[src/rtl/controller_events_pkg.sv]
// Shared constants and types for the controller event block: button indices,
// event code type, auto-repeat state encoding and the event priority encoder.
package controller_pkg;

    localparam int NUM_BUTTONS = 12;
    localparam int NUM_DIRS    = 4;

    localparam int BTN_UP    = 11;
    localparam int BTN_DOWN  = 10;
    localparam int BTN_LEFT  = 9;
    localparam int BTN_RIGHT = 8;
    localparam int BTN_A     = 7;
    localparam int BTN_B     = 6;
    localparam int BTN_C     = 5;
    localparam int BTN_X     = 4;
    localparam int BTN_Y     = 3;
    localparam int BTN_Z     = 2;
    localparam int BTN_START = 1;
    localparam int BTN_MODE  = 0;

    // Direction buttons occupy the top NUM_DIRS bits, starting at BTN_RIGHT.
    localparam int DIR_BASE = BTN_RIGHT;

    typedef logic [3:0] event_code_t;

    typedef enum logic [1:0] {
        RPT_IDLE   = 2'd0,
        RPT_DELAY  = 2'd1,
        RPT_REPEAT = 2'd2
    } rpt_state_e;

    function automatic event_code_t highest_index(input logic [NUM_BUTTONS-1:0] vec);
        event_code_t code;
        code = 4'd0;
        for (int i = 0; i < NUM_BUTTONS; i++) begin
            if (vec[i]) begin
                code = event_code_t'(i);
            end else begin
                code = code;
            end
        end
        return code;
    endfunction

endpackage

[src/rtl/controller_events_if.sv]
// Valid/ready event channel from the controller event block to the game logic.
interface controller_events_if;
    import controller_pkg::*;

    logic        event_valid;
    event_code_t event_code;
    logic        event_ready;

    modport master (output event_valid, output event_code, input event_ready);
    modport slave  (input event_valid, input event_code, output event_ready);

endinterface

[src/rtl/controller_events_debounce.sv]
// Single-bit debouncer: the held state follows the raw input only after it has
// differed for DEBOUNCE_CYCLES consecutive cycles.
module controller_debounce_bit #(
    parameter int unsigned DEBOUNCE_CYCLES = 16000
) (
    input  logic clk,
    input  logic reset_fixed,
    input  logic button,
    output logic held
);

    localparam logic [15:0] CNT_LAST = 16'(DEBOUNCE_CYCLES - 32'd1);

    logic [15:0] cnt_d, cnt_q;
    logic        held_d, held_q;

    // Any agreeing sample restarts the run of differing cycles.
    always_comb begin
        cnt_d  = cnt_q;
        held_d = held_q;
        if (button == held_q) begin
            cnt_d = 16'd0;
        end else if (cnt_q == CNT_LAST) begin
            held_d = button;
            cnt_d  = 16'd0;
        end else begin
            cnt_d = cnt_q + 16'd1;
        end
    end

    // State registers.
    always_ff @(posedge clk or negedge reset_fixed) begin
        if (!reset_fixed) begin
            cnt_q  <= 16'd0;
            held_q <= 1'b0;
        end else begin
            cnt_q  <= cnt_d;
            held_q <= held_d;
        end
    end

    assign held = held_q;

endmodule

[src/rtl/controller_events.sv]
// Debounces the 12 controller buttons and turns presses into prioritised
// events on a valid/ready channel. Define CONTROLLER_AUTOREPEAT_EN to add
// auto-repeat on the four direction buttons.
module controller_events
    import controller_pkg::*;
#(
    parameter int unsigned DEBOUNCE_CYCLES = 16000,
    parameter int unsigned REPEAT_DELAY    = 12500000,
    parameter int unsigned REPEAT_PERIOD   = 5000000
) (
    input  logic                   clk,
    input  logic                   reset_fixed,
    input  logic [NUM_BUTTONS-1:0] buttons,
    input  logic                   enable,
    output logic [NUM_BUTTONS-1:0] held,
    controller_events_if.master    ev
);

    logic [NUM_BUTTONS-1:0] held_s;
    logic [NUM_BUTTONS-1:0] prev_d, prev_q;
    logic [NUM_BUTTONS-1:0] rise_d, rise_q;
    logic [NUM_BUTTONS-1:0] pending_d, pending_q;
    logic [NUM_BUTTONS-1:0] clr_s;
    logic [NUM_BUTTONS-1:0] tick_s;
    logic                   valid_s;
    event_code_t            code_s;

    for (genvar i = 0; i < NUM_BUTTONS; i++) begin : g_db
        controller_debounce_bit #(.DEBOUNCE_CYCLES(DEBOUNCE_CYCLES)) u_db (
            .clk         (clk),
            .reset_fixed (reset_fixed),
            .button      (buttons[i]),
            .held        (held_s[i])
        );
    end

`ifdef CONTROLLER_AUTOREPEAT_EN
    localparam logic [23:0] DELAY_LAST  = 24'(REPEAT_DELAY - 32'd1);
    localparam logic [23:0] PERIOD_LAST = 24'(REPEAT_PERIOD - 32'd1);

    rpt_state_e           rpt_state_d [NUM_DIRS];
    rpt_state_e           rpt_state_q [NUM_DIRS];
    logic [23:0]          rpt_cnt_d   [NUM_DIRS];
    logic [23:0]          rpt_cnt_q   [NUM_DIRS];
    logic [NUM_DIRS-1:0]  dir_tick_s;

    // Repeat sequencers; a release or disable forces IDLE and wins over a tick.
    always_comb begin
        for (int d = 0; d < NUM_DIRS; d++) begin
            rpt_state_d[d] = rpt_state_q[d];
            rpt_cnt_d[d]   = rpt_cnt_q[d];
            dir_tick_s[d]  = 1'b0;
            if (!enable || !held_s[DIR_BASE + d]) begin
                rpt_state_d[d] = RPT_IDLE;
                rpt_cnt_d[d]   = 24'd0;
            end else begin
                case (rpt_state_q[d])
                    RPT_IDLE: begin
                        rpt_cnt_d[d] = 24'd0;
                        if (rise_q[DIR_BASE + d]) begin
                            rpt_state_d[d] = RPT_DELAY;
                        end else begin
                            rpt_state_d[d] = RPT_IDLE;
                        end
                    end
                    RPT_DELAY: begin
                        if (rpt_cnt_q[d] == DELAY_LAST) begin
                            dir_tick_s[d]  = 1'b1;
                            rpt_state_d[d] = RPT_REPEAT;
                            rpt_cnt_d[d]   = 24'd0;
                        end else begin
                            rpt_cnt_d[d] = rpt_cnt_q[d] + 24'd1;
                        end
                    end
                    RPT_REPEAT: begin
                        if (rpt_cnt_q[d] == PERIOD_LAST) begin
                            dir_tick_s[d] = 1'b1;
                            rpt_cnt_d[d]  = 24'd0;
                        end else begin
                            rpt_cnt_d[d] = rpt_cnt_q[d] + 24'd1;
                        end
                    end
                    default: begin
                        rpt_state_d[d] = RPT_IDLE;
                        rpt_cnt_d[d]   = 24'd0;
                    end
                endcase
            end
        end
    end

    // Repeat sequencer registers.
    always_ff @(posedge clk or negedge reset_fixed) begin
        if (!reset_fixed) begin
            for (int d = 0; d < NUM_DIRS; d++) begin
                rpt_state_q[d] <= RPT_IDLE;
                rpt_cnt_q[d]   <= 24'd0;
            end
        end else begin
            rpt_state_q <= rpt_state_d;
            rpt_cnt_q   <= rpt_cnt_d;
        end
    end

    assign tick_s = {dir_tick_s, 8'd0};
`else
    logic unused_repeat_s;
    assign unused_repeat_s = ^{REPEAT_DELAY, REPEAT_PERIOD};
    assign tick_s          = 12'd0;
`endif

    assign valid_s = |pending_q;
    assign code_s  = highest_index(pending_q);

    // Edges seen while disabled are dropped so a held button stays silent later.
    always_comb begin
        prev_d    = held_s;
        rise_d    = held_s & ~prev_q & {NUM_BUTTONS{enable}};
        clr_s     = 12'd0;
        if (valid_s && ev.event_ready) begin
            clr_s[code_s] = 1'b1;
        end else begin
            clr_s = 12'd0;
        end
        if (enable) begin
            pending_d = (pending_q & ~clr_s) | rise_q | tick_s;
        end else begin
            pending_d = 12'd0;
        end
    end

    // Edge detect and pending event registers.
    always_ff @(posedge clk or negedge reset_fixed) begin
        if (!reset_fixed) begin
            prev_q    <= 12'd0;
            rise_q    <= 12'd0;
            pending_q <= 12'd0;
        end else begin
            prev_q    <= prev_d;
            rise_q    <= rise_d;
            pending_q <= pending_d;
        end
    end

    assign held           = held_s;
    assign ev.event_valid = valid_s;
    assign ev.event_code  = code_s;

endmodule

[src/flat_wrapper.sv]
// flat-port wrapper written by rule: the top's interface ports become plain ports
module controller_events_flat import controller_pkg::*;
#(
    parameter int unsigned DEBOUNCE_CYCLES = 16000,
    parameter int unsigned REPEAT_DELAY    = 12500000,
    parameter int unsigned REPEAT_PERIOD   = 5000000
)
  (clk, reset_fixed, buttons, enable, held, ev_event_valid, ev_event_code, ev_event_ready);
  controller_events_if ev_i ();
  input  logic clk;
  input  logic reset_fixed;
  input  logic [NUM_BUTTONS-1:0] buttons;
  input  logic enable;
  output logic [NUM_BUTTONS-1:0] held;
  output wire logic [$bits(ev_i.event_valid)-1:0] ev_event_valid;
  output wire logic [$bits(ev_i.event_code)-1:0] ev_event_code;
  input wire logic [$bits(ev_i.event_ready)-1:0] ev_event_ready;
  assign ev_event_valid = ev_i.event_valid;
  assign ev_event_code = ev_i.event_code;
  assign ev_i.event_ready = ev_event_ready;
  controller_events #(.DEBOUNCE_CYCLES(DEBOUNCE_CYCLES), .REPEAT_DELAY(REPEAT_DELAY), .REPEAT_PERIOD(REPEAT_PERIOD)) u_core (.clk(clk), .reset_fixed(reset_fixed), .buttons(buttons), .enable(enable), .held(held), .ev(ev_i));
endmodule
[config.mk]
export PLATFORM = sky130hd
export DESIGN_NAME = controller_events_flat
export DESIGN_NICKNAME = d
export VERILOG_FILES = /design/src/rtl/controller_events_pkg.sv /design/src/rtl/controller_events_if.sv /design/src/rtl/controller_events_debounce.sv /design/src/rtl/controller_events.sv /design/src/flat_wrapper.sv
export SDC_FILE = /design/constraint.sdc
export NUM_CORES = 1
export LEC_CHECK = 0
export ABC_CLOCK_PERIOD_IN_PS = 2400
export BUFFER_PORTS_ARGS = -buffer_cell sky130_fd_sc_hd__buf_2
export CORE_MARGIN = 2
export CORE_UTILIZATION = 45
export DETAILED_ROUTE_END_ITERATION = 8
export PLACE_DENSITY_LB_ADDON = 0.05
export SKIP_LAST_GASP = 1
export SLEW_MARGIN = 10
export SYNTH_ARGS = -nofsm -noshare
export SYNTH_HDL_FRONTEND = slang
export SYNTH_SLANG_ARGS = --single-unit
[constraint.sdc]
create_clock -name clk -period 2.4 [get_ports clk]
set_input_delay 0.6 -clock clk [delete_from_list [all_inputs] [get_ports clk]]
set_output_delay 0.6 -clock clk [all_outputs]
set_load 0.03 [all_outputs]
==> run_results.csv, run 1 <==
group,metric,value,unit
synth,syn_nets,1152,
cells_and_area,area_delta_synth_final,14.9,%
global_routing,grtUsageTotal,16.6,%
synth,syn-cell-area,11300,µm²
pwr,vdd_drop_max,0.561,mV
synth,synth_edf_count,0,
die,fp.dieH,162,µm
detailed_routing,drtIter0Drc,390,
flow_run,drv_cap,0,
detailed_routing,ant_nets,0,
synth,avgSynthCellArea,10.0,µm²
synth,synth.distinct_cells,49,
detailed_routing,wire_per_inst,13.8,µm
die,coreArea,24500,µm²
cells_and_area,final_common_cell,"dfrtp_1",
place,post_dp_cell_area,11800,µm²
sta,relSlewSlack,62.8,%
run_status,status,"complete, but fails checks",
detailed_routing,first_pass_iters,4,
synth,synthFlopType,"dfrtp_1",
cells_and_area,drive_gt1_share,11.5,%
cells_and_area,postLayoutCellArea,13000,µm²
synth,synth_area_leaders,"dfrtp_1 53%, xnor2_1 9.0%, nor2_1 7.2%",
place,post-place-ws,405,ps
hold_path,hold_class,"input port to register",
clocking,cts_tree,"built",
die,die_w,162,µm
synth,synth_cells,1124,
global_routing,gr-total-overflow,0,
place,routabilityCongestion,0.799,
clocking,h-tree-depth,1,
worst_setup_path,critPathArrivalTime,1800,ps
die,die-area,26400,µm²
clocking,clk_pin_slew,60,ps
detailed_routing,vias_per_cell,5.19,
synth,synth-seq-cells,240,
worst_setup_path,end_kind,"output pin",
pwr,p_leak,5.49,nW
sta,drv_slew,0,
global_routing,grt_pass1_vias,7762,
sta,tightest_slew,558,ps
cells_and_area,layout_common_cells,"240 x dfrtp_1, 215 x nor2_1, 116 x xnor2_1",
clocking,clkLatencyLatePin,520,ps
clocking,cts_buffers,28,
sta,fmax,416,MHz
worst_setup_path,critPathMaxFanout,3,
sta,fin_crit,2400,ps
detailed_routing,num_vias,7882,
worst_setup_path,worst_setup_path_start_kind,"register",
worst_setup_path,path_class,"register to output pin",
global_routing,grt_pass1_wl,37.0,mm
pwr,power.density,739,nW/µm²
sta,setup_viol,1,
sta,timing.final.ws_setup,-2.16,ps
sta,fin_skew,6.59,ps
detailed_routing,drt_wl_total,21.0,mm
worst_setup_path,required,1800,ps
global_routing,grt_max_degree,53,
place,hpwl,13.9,mm
place,portBuffers,32,
detailed_routing,drc,0,
cells_and_area,final_nets,1199,
clocking,root_buffer,"clkbuf_16",
synth,synth_top_area_share,53.2,%
synth,synth_top_area_cell,"dfrtp_1",
sta,period_share,100,%
clocking,cts.sinks,240,
synth,ys_seq_area_share,53.2,%
run_status,violations,"negative setup slack",
synth,async_flop_share,100,%
sta,rsz0062_at_grt,"true",
die,initial_core_util,46.1,%
sta,hold_viol_final,0,
clocking,cts_buffer_depth,3,
die,io_pins,33,
die,row_count,57,
synth,yosysWarnings,0,
global_routing,antenna_found_initial,1,
-- registers in the layout (all words and copies together) (netlist names) --
register                flops
u_core.pending_q           12
u_core.prev_q              12
u_core.rise_q              12
u_core.g_db.u_db.held      12
u_core.g_db.u_db.cnt_q    192
-- through the flow --
stage | setup TNS (ps) | instances | hold slack (ps) | power (mW) | util [%]
after floorplan | 0 | 1124 | 304 | 4.69 | -
after global placement | 0 | 1461 | 383 | 4.93 | 48.3
after detailed placement | 0 | 1461 | 385 | 4.93 | 48.3
after CTS | -265 | 1517 | 309 | 9.73 | 52.8
after global routing | -172 | 1518 | 321 | 10.0 | 53.0
final | -2.16 | 1518 | 334 | 9.58 | 53.0
-- area by class of cell --
class / count / area (µm²)
Clock inverter: 17 / 265
Timing Repair Buffer: 49 / 365
Tap cell: 324 / 405
Sequential cell: 240 / 6010
Clock buffer: 35 / 788
Inverter: 55 / 206
Fill cell: 2194 / 11500
Multi-Input combinational cell: 797 / 4920
Antenna cell: 1 / 2.50
-- routing by layer --
layer / routed length (µm) / vias up / GRT usage, %
met3: 697 / 25 / 2.60
met1: 10500 / 3805 / 23.7
met4: 386 / 0 / 3.82
li1: - / 3947 / -
met5: 0 / - / 0
met2: 9450 / 105 / 26.8
-- cells by family (layout without fill, tap and decap cells) --
logic type,after synthesis,in the layout,share of synthesized area [%]
simple gates,536,536,23.4
flops,240,240,53.2
mux,12,12,1.20
xor+xnor,164,164,12.7
other cells,0,1,0
compound gates,73,73,4.58
fa+ha+maj,12,12,1.33
buf+inv,87,156,3.48
-- cells in the mapped netlist, types with 3 or more instances --
library cell / instances
or3_1: 8
a31o_2: 14
nand2_1: 52
mux2_2: 12
o21ai_0: 17
or4_1: 3
buf_4: 12
a21oi_1: 20
ha_1: 12
and2_1: 4
xnor2_1: 116
dfrtp_1: 240
nor2b_1: 5
and3_1: 14
a31oi_1: 6
nand2b_1: 3
and4_1: 9
o21a_1: 3
and3b_1: 10
nand3_1: 70
nor2_1: 215
nand4_1: 46
clkbuf_1: 13
nor3_1: 42
buf_2: 5
xor2_1: 48
nor4_1: 45
inv_1: 55
-- critical path, cell delays in order, from the launching register on --
cell and delay [ps]:
dfrtp_1 390, or4_4 570, nor2_1 120, nand2_1 70, buf_6 140
-- power by group --
part           switching (mW)  internal (mW)
Combinational           0.369          0.210
Sequential              0.129           4.16
Clock                    1.64           3.07
Total                    2.14           7.44
-- timing repair --
item	in CTS	in global routing
pin swaps	3	3
endpoints found under the setup margin	3	5
endpoints found under the hold margin	4	0
resized for setup	2	12
hold buffers	1	0
setup buffers	3	0
-- path summary, 6_finish.rpt --
| kind | start | end | slack (ps) | cells past startpoint |
|---|---|---|---|---|
| worst max-delay path | u_core.pending_q[0]$_DFF_PN0_ | ev_event_valid | -2 | 4 |
| worst min-delay path | buttons[8] | u_core.g_db[8].u_db.held$_DFFE_PN0P_ | 330 | 2 |
| worst max register to register | u_core.g_db[9].u_db.cnt_q[0]$_DFF_PN0_ | u_core.g_db[9].u_db.cnt_q[5]$_DFF_PN0_ | 430 | 6 |
| worst min register to register | u_core.prev_q[10]$_DFF_PN0_ | u_core.rise_q[10]$_DFF_PN0_ | 400 | 1 |
| max in group asynchronous | reset_fixed | u_core.g_db[0].u_db.cnt_q[4]$_DFF_PN0_ | 1130 | 3 |
| min in group asynchronous | reset_fixed | u_core.g_db[10].u_db.cnt_q[1]$_DFF_PN0_ | 590 | 2 |
Power figures use the tool's default switching activity.
==> inputs of run 2 (changes only) <==
--- a/config.mk
+++ b/config.mk
@@ -10,6 +10,7 @@
 export CORE_MARGIN = 2
 export CORE_UTILIZATION = 45
 export DETAILED_ROUTE_END_ITERATION = 8
+export GPL_TIMING_DRIVEN = 0
 export PLACE_DENSITY_LB_ADDON = 0.05
 export SKIP_LAST_GASP = 1
 export SLEW_MARGIN = 10
==> run_results.csv, run 2 (same netlist as run 1, synthesis figures left out) <==
group,metric,value,unit
run_status,status,"complete, but fails checks",
run_status,violations,"negative setup slack",
global_routing,gr-total-overflow,0,
cells_and_area,regMostFlops,"u_core.g_db.u_db.cnt_q",
cells_and_area,drive_gt1_share,11.9,%
hold_path,hold_class,"input port to asynchronous set/reset pin",
clocking,cts_buffers,27,
detailed_routing,drtIter0Drc,439,
clocking,cts_buffer_depth,3,
cells_and_area,antennaDiodeCount,0,
worst_setup_path,ff2ff_setup_slack,420,ps
pwr,p_leak,5.46,nW
sta,timing.final.ws_setup,-9.61,ps
global_routing,grt_max_degree,97,
sta,rsz0062_at_grt,"true",
cells_and_area,layout_common_cells,"237 x dfrtp_1, 213 x nor2_1, 116 x xnor2_1",
global_routing,grtUsageTotal,16.7,%
sta,fin_skew,12.5,ps
global_routing,grt_use_met2,25.8,%
place,placed_cells,1482,
sta,tightest_slew,547,ps
worst_setup_path,timing.rr.start,"u_core.g_db[5].u_db.cnt_q[0]$_DFF_PN0_",
cells_and_area,multi_input_area,4970,µm²
die,initial_core_util,46.1,%
clocking,clk_pin_slew,60,ps
worst_setup_path,path_class,"register to output pin",
cells_and_area,area_delta_synth_final,14.7,%
place,portBuffers,32,
global_routing,grt_pass1_wl,37.3,mm
place,post-place-ws,-282,ps
detailed_routing,vias_per_cell,5.19,
flow_run,drv_cap,0,
worst_setup_path,critPathArrivalTime,1810,ps
worst_setup_path,worst_setup_path_start_kind,"register",
cells_and_area,largest_reg_flops,192,
sta,period_share,100,%
cells_and_area,stdcell_count,1534,
cells_and_area,final_nets,1221,
worst_setup_path,critPathMaxFanout,3,
pwr,finalPower,8.95,mW
clocking,holdBufCountCts,0,
detailed_routing,ant_nets,0,
clocking,cts.sinks,240,
global_routing,grt_pass1_vias,7717,
clocking,root_buffer,"clkbuf_16",
die,fp.dieH,162,µm
pwr,vdd_drop_max,0.416,mV
worst_setup_path,required,1800,ps
detailed_routing,drc,0,
cells_and_area,regArea,6010,µm²
sta,relSlewSlack,62.6,%
die,die-area,26400,µm²
detailed_routing,first_pass_iters,4,
sta,fin_crit,2410,ps
sta,timing.setup.tns,-9.61,ps
clocking,cts_tree,"built",
pwr,power.density,691,nW/µm²
detailed_routing,drt_wl_total,21.0,mm
global_routing,use_met1,24.9,%
worst_setup_path,r2r_end,"u_core.g_db[5].u_db.cnt_q[14]$_DFF_PN0_",
die,io_pins,33,
clocking,h-tree-depth,1,
place,routabilityCongestion,0.795,
die,coreArea,24500,µm²
global_routing,antenna_found_initial,0,
sta,whs,10.3,ps
place,hpwl,13.6,mm
detailed_routing,wire_per_inst,13.7,µm
detailed_routing,num_vias,7956,
clocking,clkLatencyLatePin,520,ps
cells_and_area,final_common_cell,"dfrtp_1",
sta,drv_slew,0,
sta,hold_viol_final,0,
worst_setup_path,end_kind,"output pin",
cells_and_area,fillers,2183,
sta,setup_viol,1,
die,row_count,57,
worst_setup_path,rr_worst_depth,7,
sta,fmax,415,MHz
global_routing,grtUsageMet3,2.67,%
global_routing,top_usage_layer,"met2",
die,die_w,162,µm
## run 2: routing by layer
metal / share of wire, % / wire length [µm] / up-vias
li1: - / - / 4004
met1: 51 / 10600 / 3827
met2: 44 / 9210 / 96
met3: 3.4 / 714 / 29
met4: 2.1 / 437 / 0
met5: 0 / 0 / -
## run 2: area by class of cell
cell class | instances | area share [%]
clock inverter | 4 | 0.541
inverter | 55 | 1.63
buffer | 32 | 1.44
multi-input combinational | 797 | 38.4
tap | 324 | 3.13
timing repair buffer | 40 | 2.23
clock buffer | 42 | 6.20
sequential | 240 | 46.4
## run 2: worst max path at each step
stage	start	endpoint	slack (ps)	depth (start not counted)
2_1_floorplan	u_core.pending_q[5]$_DFF_PN0_	ev_event_code[0]	360	4
3_3_place_gp	reset_fixed	u_core.g_db[0].u_db.cnt_q[12]$_DFF_PN0_	-3740	1
3_5_place_dp	u_core.pending_q[5]$_DFF_PN0_	ev_event_code[0]	-280	5
4_1_cts	u_core.pending_q[5]$_DFF_PN0_	ev_event_code[0]	-70	6
5_1_grt	u_core.pending_q[1]$_DFF_PN0_	ev_event_valid	-70	4
6_report	u_core.pending_q[1]$_DFF_PN0_	ev_event_valid	-10	4
## run 2: timing repair
action | CTS | global route
gates resized for setup | 18 | 11
setup buffers | 4 | 2
setup endpoints to repair | 3 | 4
pin swaps | 3 | 4
## run 2: critical path: stages, from the launching register on
cell and delay, ps:
dfrtp_1 390, or4_4 580, nor2_4 120, nand2_2 60, buf_6 150
## run 2: report_power, final
group	internal (mW)	switching, mW
clock network	2.48	1.56
logic	0.231	0.381
registers	4.16	0.133
total	6.88	2.07
## run 2: metrics by stage
step                      cell area [µm²]  util (%)
final                               12900      52.9
after global routing                12900      52.9
after CTS                           12900      52.7
after detailed placement            11900      48.7
after global placement              11800      48.4
after floorplan                     11300         -
==> inputs of run 3 (changes only) <==
--- a/config.mk
+++ b/config.mk
@@ -5,8 +5,10 @@
 export SDC_FILE = /design/constraint.sdc
 export NUM_CORES = 1
 export LEC_CHECK = 0
+export ABC_AREA = 1
 export ABC_CLOCK_PERIOD_IN_PS = 2400
 export BUFFER_PORTS_ARGS = -buffer_cell sky130_fd_sc_hd__buf_2
+export CORE_ASPECT_RATIO = 1.5
 export CORE_MARGIN = 2
 export CORE_UTILIZATION = 45
 export DETAILED_ROUTE_END_ITERATION = 8
==> run_results.csv, run 3 <==
group,metric,value,unit
die,die_w,133,µm
synth,syn-cell-area,11300,µm²
cells_and_area,drive_gt1_share,12.0,%
cells_and_area,antennaDiodeCount,0,
synth,synth_top_area_cell,"dfrtp_1",
run_status,status,"finished clean",
die,fp.dieH,198,µm
place,routabilityCongestion,0.811,
pwr,power.density,662,nW/µm²
synth,async_flop_share,100,%
synth,synth_cells,1284,
worst_setup_path,path_class,"register to output pin",
cells_and_area,regMostFlops,"u_core.g_db.u_db.cnt_q",
pwr,combinationalPowerShare,6.2,%
die,coreArea,24900,µm²
worst_setup_path,crit_chain,"inv_2 -> nand2_1 -> nand2_1 -> nand2_1 -> nand2_1 -> nand2_1 -> nand2_1 -> nand2_2 -> nand2_4 -> nand2_4 -> nand2_4 -> buf_6",
die,io_pins,33,
sta,rsz0062_at_grt,"true",
clocking,cts_buffers,25,
sta,relSlewSlack,54.3,%
global_routing,grtUsageTotal,16.8,%
worst_setup_path,critPathArrivalTime,1690,ps
pwr,p_int,6.51,mW
cells_and_area,area_delta_synth_final,13.3,%
synth,ys_seq_area_share,53.3,%
cells_and_area,final_common_cell,"dfrtp_1",
die,die-area,26400,µm²
global_routing,grtUsageMet3,2.38,%
global_routing,top_usage_layer,"met2",
synth,yosysWarnings,0,
place,hpwl,15.0,mm
detailed_routing,vias_per_cell,4.89,
sta,hold_viol_final,0,
worst_setup_path,end_kind,"output pin",
global_routing,grt_use_met2,31.1,%
sta,setup_viol,0,
flow_run,drv_cap,0,
sta,fmax,436,MHz
synth,synth_top_area_share,53.3,%
global_routing,use_met1,20.1,%
clocking,h-tree-depth,1,
worst_setup_path,cpMaxStageDelayCell,"dfrtp_1",
pwr,vdd_drop_max,0.486,mV
detailed_routing,num_vias,8282,
detailed_routing,wire_per_inst,12.4,µm
global_routing,grt_pass1_vias,8337,
detailed_routing,drt_wl_total,21.0,mm
cells_and_area,regArea,6010,µm²
die,row_count,71,
synth,synth.most_common_cell,"dfrtp_1",
worst_setup_path,required,1800,ps
detailed_routing,drc,0,
clocking,root_buffer,"clkbuf_16",
pwr,power.share.clock,44.1,%
hold_path,hold_class,"input port to register",
sta,period_share,95.5,%
synth,avgSynthCellArea,8.78,µm²
global_routing,grt_max_degree,107,
pwr,netSwitchingFraction,23.1,%
sta,whs,314,ps
place,portBuffers,32,
clocking,cts_tree,"built",
sta,fin_crit,2290,ps
clocking,clkLatencyLatePin,520,ps
cells_and_area,largest_reg_flops,192,
synth,syn_nets,1312,
pwr,p_seq_share,49.7,%
synth,synthFlopType,"dfrtp_1",
synth,synth_area_leaders,"dfrtp_1 53%, inv_1 6.8%, nor2_1 6.1%",
detailed_routing,first_pass_iters,4,
cells_and_area,layout_common_cells,"240 x dfrtp_1, 201 x inv_1, 183 x nor2_1",
sta,fin_skew,9.21,ps
worst_setup_path,worst_setup_path_start_kind,"register",
cells_and_area,final_nets,1378,
cells_and_area,fillers,2383,
detailed_routing,ant_nets,0,
global_routing,grt_pass1_wl,37.3,mm
die,initial_core_util,45.3,%
sta,timing.setup.tns,0,ps
synth,synth_commonest_cells,"240 x dfrtp_1, 203 x inv_1, 184 x nor2_1",
detailed_routing,drtIter0Drc,274,
synth,synth.distinct_cells,38,
clocking,cts.sinks,240,
synth,synth-seq-cells,240,
worst_setup_path,critPathMaxFanout,4,
pwr,power_switching,1.95,mW
clocking,clk_pin_slew,60,ps
sta,drv_slew,0,
sta,tightest_slew,685,ps
worst_setup_path,slowest_delay,380,ps
worst_setup_path,crit_path_frequent_cell,"nand2_1",
global_routing,antenna_found_initial,1,
synth,synth_edf_count,0,
pwr,p_leak,5.79,nW
clocking,cts_buffer_depth,3,
cells_and_area,multi_input_area,4390,µm²
global_routing,gr-total-overflow,0,
-- run 3: kinds of logic after synthesis --
logic type	after synthesis	synth area share, %
compound gates	160	7.90
xor+xnor	55	4.27
fa+ha+maj	12	1.33
buf+inv	231	8.11
flops	240	53.3
simple gates	586	25.1
-- run 3: power by group through the flow --
stage               clock network (mW)  logic [mW]  registers [mW]
global route                      4.07       0.618            4.21
finish                            3.73       0.523            4.20
global placement                     0       0.506            4.27
CTS                               3.90       0.530            4.20
detailed placement                   0       0.523            4.28
floorplan                            0       0.313            4.26
-- run 3: worst max-delay path: cells and delay by family, from the launching register on --
family                 cells  cell delay, ps
and+or+nand+nor           10             590
DFF                        1             380
buffers and inverters      2             190
-- run 3: cell type report --
class / instances / share of cell area, %
sequential: 240 / 47.0
multi-input combinational: 813 / 34.3
inverter: 215 / 6.32
clock buffer: 38 / 5.75
tap: 328 / 3.21
timing repair buffer: 39 / 2.13
buffer: 16 / 0.842
clock inverter: 5 / 0.392
-- run 3: worst paths after layout --
| path | from | endpoint | slack (ps) | cells past startpoint |
|---|---|---|---|---|
| setup / recovery | u_core.pending_q[2]$_DFF_PN0_ | ev_event_code[0] | 110 | 12 |
| hold / removal | buttons[2] | u_core.g_db[2].u_db.held$_DFFE_PN0P_ | 310 | 3 |
| setup reg to reg | u_core.g_db[11].u_db.cnt_q[0]$_DFF_PN0_ | u_core.g_db[11].u_db.cnt_q[11]$_DFF_PN0_ | 510 | 7 |
| hold reg to reg | u_core.prev_q[1]$_DFF_PN0_ | u_core.rise_q[1]$_DFF_PN0_ | 400 | 1 |
| max in group asynchronous | reset_fixed | u_core.g_db[9].u_db.cnt_q[4]$_DFF_PN0_ | 970 | 3 |
| min in group asynchronous | reset_fixed | u_core.g_db[3].u_db.cnt_q[8]$_DFF_PN0_ | 580 | 2 |
-- run 3: what timing repair did --
| action | in CTS | in global routing |
|---|---|---|
| resized for setup | 5 | 8 |
| hold buffers | 1 | 0 |
| endpoints found under the hold margin | 18 | 0 |
| setup buffers | 1 | 3 |
| pin swaps | 1 | 2 |
| endpoints found under the setup margin | 1 | 3 |
-- run 3: stage by stage --
stage	util (%)	cell area (µm²)	power [mW]	cells	setup slack, ps
2_1_floorplan	-	11300	4.58	1284	536
3_3_place_gp	47.6	11800	4.78	1644	-3750
3_5_place_dp	47.9	11900	4.80	1646	316
4_1_cts	51.2	12700	8.63	1691	27.2
5_1_grt	51.4	12800	8.90	1694	-14.2
6_report	51.4	12800	8.46	1694	107
-- run 3: routing by layer --
layer	part of all wire, %	wire, µm	up-vias
li1	-	-	4240
met1	44	9270	3930
met4	2.4	495	2
met3	2.9	610	36
met5	0.062	13	-
met2	51	10600	74
